<file path="src/rtl/quad_step_gen.sv">
// Quadrature step generator: emits a programmed number of A/B edges at a fixed
// half-period, with direction control, abort, and a decoder-style position count.
module quad_step_gen (
  input  logic        clk,
  input  logic        reset,
  input  logic        cmdValid,
  output logic        cmdReady,
  input  logic        cmdDir,
  input  logic [7:0]  cmdSteps,
  input  logic [15:0] halfPeriod,
  input  logic        abort,
  output logic        a,
  output logic        b,
  output logic        busy,
  output logic        done,
  output logic [9:0]  position
);

  typedef enum logic [1:0] {StIdle, StRun, StFinish} state_e;

  state_e      state_q;
  logic        dir_q;
  logic [7:0]  steps_q;
  logic [15:0] hp_q;
  logic [15:0] div_q;
  logic [9:0]  pos_q;
  logic        a_q, b_q;
  logic        done_q, busy_q, ready_q;

  logic        edge_due;
  logic [9:0]  pos_next;

  always_comb begin
    edge_due = (div_q == (hp_q - 16'd1));
    pos_next = dir_q ? (pos_q + 10'd1) : (pos_q - 10'd1);
  end

  // Phase is pos mod 4; (a,b) = 00,10,11,01 for phase 0..3.
  always_ff @(posedge clk) begin
    if (reset) begin
      state_q <= StIdle;
      dir_q   <= 1'b0;
      steps_q <= 8'd0;
      hp_q    <= 16'd1;
      div_q   <= 16'd0;
      pos_q   <= 10'd0;
      a_q     <= 1'b0;
      b_q     <= 1'b0;
      done_q  <= 1'b0;
      busy_q  <= 1'b0;
      ready_q <= 1'b1;
    end else begin
      done_q <= 1'b0;
      case (state_q)
        StIdle: begin
          if (cmdValid) begin
            dir_q   <= cmdDir;
            steps_q <= cmdSteps;
            hp_q    <= (halfPeriod == 16'd0) ? 16'd1 : halfPeriod;
            div_q   <= 16'd0;
            ready_q <= 1'b0;
            if (cmdSteps == 8'd0) begin
              state_q <= StFinish;
            end else begin
              state_q <= StRun;
              busy_q  <= 1'b1;
            end
          end
        end
        StRun: begin
          if (edge_due) begin
            div_q   <= 16'd0;
            pos_q   <= pos_next;
            a_q     <= pos_next[1] ^ pos_next[0];
            b_q     <= pos_next[1];
            steps_q <= steps_q - 8'd1;
          end else begin
            div_q <= div_q + 16'd1;
          end
          // An edge falling in the abort cycle is still emitted above.
          if (abort || (edge_due && (steps_q == 8'd1))) begin
            state_q <= StFinish;
            busy_q  <= 1'b0;
          end
        end
        StFinish: begin
          // First FINISH cycle raises done; second returns to IDLE.
          if (!done_q) begin
            done_q <= 1'b1;
          end else begin
            state_q <= StIdle;
            ready_q <= 1'b1;
          end
        end
        default: begin
          state_q <= StIdle;
          busy_q  <= 1'b0;
          ready_q <= 1'b1;
        end
      endcase
    end
  end

  assign cmdReady = ready_q;
  assign busy     = busy_q;
  assign done     = done_q;
  assign a        = a_q;
  assign b        = b_q;
  assign position = pos_q;

endmodule

</file>
<file path="config.mk">
export PLATFORM = sky130hd
export DESIGN_NAME = quad_step_gen
export DESIGN_NICKNAME = d
export VERILOG_FILES = /design/src/rtl/quad_step_gen.sv
export SDC_FILE = /design/constraint.sdc
export NUM_CORES = 1
export LEC_CHECK = 0
export CORE_ASPECT_RATIO = 2
export CORE_MARGIN = 1
export CORE_UTILIZATION = 55
export CTS_CLUSTER_SIZE = 20
export DETAILED_ROUTE_END_ITERATION = 6
export PLACE_DENSITY = 0.79
export SLEW_MARGIN = 20
export SYNTH_ARGS = -nofsm -noshare
export SYNTH_HDL_FRONTEND = slang
export SYNTH_SLANG_ARGS = --single-unit
</file>
<file path="constraint.sdc">
create_clock -name clk -period 7.9 [get_ports clk]
set_input_delay 0.79 -clock clk [delete_from_list [all_inputs] [get_ports clk]]
set_output_delay 0.79 -clock clk [all_outputs]
set_load 0.05 [all_outputs]
</file>
Word level (Yosys, flattened, before mapping)
Index checks and enable logic that the tools add are counted.
Widths: inputs -> output; s select.

cells by class
  add/subtract/negate cells = 5
  multipliers = 0
  divide/modulo/power cells = 0
  order comparisons = 0
  eq/ne operators = 9
  shifts and indexed selects = 0
  mux-type cells = 21
  bitwise gates (word level) = 3
  reductions and logical operators = 14

operator list
  kind                   count
  $mux 16                3
  $pmux 16 s2            1
  $add 16x1->16 const B  1
  $eq 16x16->1           1
  $logic_not 16->1       1
  $mux 8                 2
  $pmux 8 s2             1
  $sub 16x1->16 const B  1
  $add 10x1->10 const B  1
  $mux 10                1
  $ne 2x2->1 const B     5
  $sub 10x1->10 const B  1
  $reduce_and 3->1       3
  $eq 8x1->1 const B     1
  $logic_not 8->1        1
  $mux 2                 4
  $sub 8x1->8 const B    1
  $mux 1                 6
  $pmux 1 s3             2
  $pmux 2 s3             1
  $reduce_and 2->1       3
  $reduce_and 4->1       1
  $eq 2x1->1 const B     1
  $eq 2x2->1 const B     1
  7 further kinds        8

word-level totals
  register bits = 58
  bits in latches = 0
  bits in writable memories = 0
  ROM bits = 0
  input port bits = 29
  word-level logic and storage cells = 63
  memories kept = 0

Logic depth before layout (Yosys ltp)
  depth after elaboration = 6
  mapped depth = 13
  gate-level depth less buffers = 10

Worst setup path after synthesis
OpenSTA, ideal clock, no wires.

  path kind = register to register
  start = register hp_q[0]
  end = register div_q[14]
  setup time = 0.117 ns
  arrival = 3.080 ns
  required time = 7.783 ns
  path slack = 4.703 ns
  stages on the path, launching flop included = 13
  buffers on the path = 3
  clock period less this slack = 3.197 ns
  cell sequence = dfxtp_1 > inv_1 > ha_1 > or4b_1 > buf_2 > or4_1 > o21ai_1 > o2111ai_1 > a2111oi_4 > nor3_2 > buf_2 > buf_6 > a22o_1

between the ends
  word-level cells in the longest chain between the ends = 4

ends and longest elaborated chain
  what                    line  text
  start, declared         24    logic [15:0] hp_q;
  start signal, assigned  59    hp_q <= (halfPeriod == 16'd0) ? 16'd1 : halfPeriod;
  $sub 16x1->16           34    edge_due = (div_q == (hp_q - 16'd1));
  $eq 16x16->1            34
  $mux 16                 71    if (edge_due) begin
  $pmux 16 s2             54    case (state_q)
  end signal, assigned    78    div_q <= div_q + 16'd1;
  end, declared           25    logic [15:0] div_q;

Every way passes these cells.
A chain may end at the register's enable or synchronous reset.

Worst setup path in the final report
  start = register hp_q[0]
  end = register pos_q[9], in the netlist position[9]

between the ends
  word-level cells in the longest chain between the ends = 3

ends and longest elaborated chain
  what                               line  text
  $sub 16x1->16                      34
  $eq 16x16->1                       34
  $reduce_and 2->1 (no source line)  n/a
  end signal, assigned               73    pos_q <= pos_next;
  end, declared                      26    logic [9:0] pos_q;

Every way passes these cells.

==> flow_summary.yaml <==
grt:
  overflow: 0
  grt_pass1_wl_mm: 14.0
  grt_use_total_pct: 28.0
  grt_max_degree: 49
  antenna_found_initial: 0
  grt_pass1_vias: 3193
worst_setup_path:
  arrival_ps: 4190
  critPathLaunchType: "flip-flop"
  crit_required_ps: 8160
  end_kind: "flip-flop"
  crit_fanout: 12
  path_class: "flip-flop to flip-flop"
flow_run:
  drv_cap: 0
sta:
  max_freq_mhz: 255
  finalSetupTns_ps: 0
  rsz0062_at_grt: "no"
  holdWs_ps: 462
  skew_ps: 5.09
  min_period_ps: 3930
  slew_viol_final: 0
  slew_headroom_pct: 51.9
  finalHoldViolations: 0
  setup_viol: 0
  period_share_pct: 49.7
  worst_slew_pin_slew_ps: 721
detailed_routing:
  drt_iter0_markers: 142
  vias: 3221
  first_pass_iters: 6
  postRouteAntennaNets: 0
  wire_per_inst_um: 15.7
  drc: 1
  viasPerCell: 6.12
  drt_wl_total_mm: 8.26
yosys:
  yosysWarnings: 0
  synth_nets: 466
  ys_seq_area_share_pct: 33.6
  synth_edf_count: 0
  synth-main-ff-cell: "dfxtp_1"
  syn_inst: 424
  synth-seq-cells: 57
  synth.avg_cell_area_um2: 8.01
  ys_async_sr_fraction_pct: 0
  ys_types: 56
  syn_area_mm2: 0.00340
finish:
  area_growth_pct: 22.5
  nFillCells: 498
  final_cells: 526
  design_area_mm2: 0.00416
  nets: 501
  antenna_cells: 0
  layout_commonest_cell: "dfxtp_1"
  drive_gt1_share_pct: 5.18
  mostFrequentLayoutCells: "dfxtp_1 (57), nand2_1 (54), clkdlybuf4s50_1 (43)"
cts:
  post_cts_buffers: 0
  h-tree-depth: 3
  root_buffer: "clkbuf_16"
  ctsLongestPathBuffers: 2
  postCtsHoldBufs: 0
  clock_latency_ps: 330
  cts_tree: "yes"
  clk_pin_slew_ps: 50
  cts_resized: 0
  cts_sinks: 57
  cts_buffers: 9
placed_design:
  numPlacedInstances: 511
  port_buffers: 43
  hpwl_mm: 6.31
  gp_congestion: 0.864
  place_area_mm2: 0.00383
die:
  initial_utilization_pct: 57.0
  die_w_um: 57.6
  die_h_um: 113
  core-area_mm2: 0.00596
  dieArea_mm2: 0.00651
  rows: 40
  ios: 44
power:
  finalPower_uw: 925
  p_per_area_mw_per_mm2: 222
  irDropWorstVdd_uv: 167
  p_leak_uw: 0.00168
run_status:
  run_status: "finished with violations"
  failed_checks: "design-rule violations"
worst_hold_path:
  hold_class: "flip-flop to flip-flop"
## layer usage
| metal | GRT usage, % | part of all wire, % | up-vias |
|---|---|---|---|
| li1 | - | - | 1591 |
| met1 | 27.3 | 36 | 1524 |
| met2 | 50.5 | 55 | 74 |
| met3 | 6.17 | 3.5 | 32 |
| met4 | 18.7 | 5.1 | 0 |
| met5 | 0 | 0 | - |
## layout make-up
class / count / area, um^2 / area share (%)
clock buffer: 13 / 270 / 6.49
multi-input combinational: 333 / 2110 / 50.8
sequential: 57 / 1140 / 27.4
timing repair buffer: 46 / 453 / 10.9
inverter: 12 / 45.0 / 1.08
tap: 63 / 78.8 / 1.89
clock inverter: 2 / 60.1 / 1.44
## logic make-up after synthesis
group	synth area share [%]
xor+xnor	8.25
compound gates	21.0
simple gates	23.5
fa+ha+maj	5.01
mux	4.42
flops	33.6
buf+inv	4.20
## synthesized netlist by cell type (4+ instances only)
| library cell | n | area [um^2] |
|---|---|---|
| dfxtp_1 | 57 | 1140 |
| nand2_1 | 54 | 203 |
| a21oi_1 | 39 | 195 |
| nor2_1 | 37 | 139 |
| xnor2_1 | 20 | 175 |
| clkbuf_1 | 16 | 60.1 |
| o21ai_0 | 16 | 80.1 |
| mux2i_1 | 15 | 150 |
| nand2b_1 | 13 | 81.3 |
| ha_1 | 12 | 150 |
| inv_1 | 12 | 45.0 |
| nor3_1 | 12 | 60.1 |
| xor2_1 | 12 | 105 |
| nand3_1 | 10 | 50.1 |
| nor4_1 | 9 | 56.3 |
| a31oi_1 | 8 | 50.1 |
| and3_1 | 8 | 50.1 |
| or3_1 | 7 | 43.8 |
| a211oi_1 | 6 | 45.0 |
| nor2b_1 | 5 | 31.3 |
| a21o_1 | 4 | 30.0 |
| a22o_1 | 4 | 35.0 |
| o31ai_1 | 4 | 30.0 |
## sequential cells by signal, summed over array words and instances (netlist names)
name      flops
a             1
busy          1
cmdReady      1
dir_q         1
div_q        16
done          1
hp_q         16
position     10
state_q       2
steps_q       8
## metrics by stage
step | utilization, % | setup slack [ps]
floorplan | - | 4700
finish | 69.9 | 3970
global placement | 64.3 | 4060
CTS | 69.9 | 3950
global route | 69.9 | 3680
detailed placement | 64.3 | 3940
## worst max-delay path, stage by stage, from the launching register on
cell and delay (ps):
dfxtp_1 350, inv_1 70, ha_1 230, or4b_1 620
or4_1 540, o21ai_1 120, o2111ai_1 180, a2111oi_4 600
nand2_1 520, or3_1 480, a21oi_1 140
## worst paths after layout
kind | startpoint | endpoint | slack, ps | cells after the start
worst min register to register | hp_q[15] | hp_q[15] | 460 | 2
worst max register to register | hp_q[0] | position[9] | 3970 | 10
worst max-delay path | hp_q[0] | position[9] | 3970 | 10
worst min-delay path | hp_q[15] | hp_q[15] | 460 | 2
## report_power, final
| part | switching, uW | internal, uW |
|---|---|---|
| Clock | 127 | 300 |
| Combinational | 98.8 | 76.6 |
| Sequential | 19.6 | 303 |
| Total | 245 | 680 |
Power figures use the tool's default switching activity.
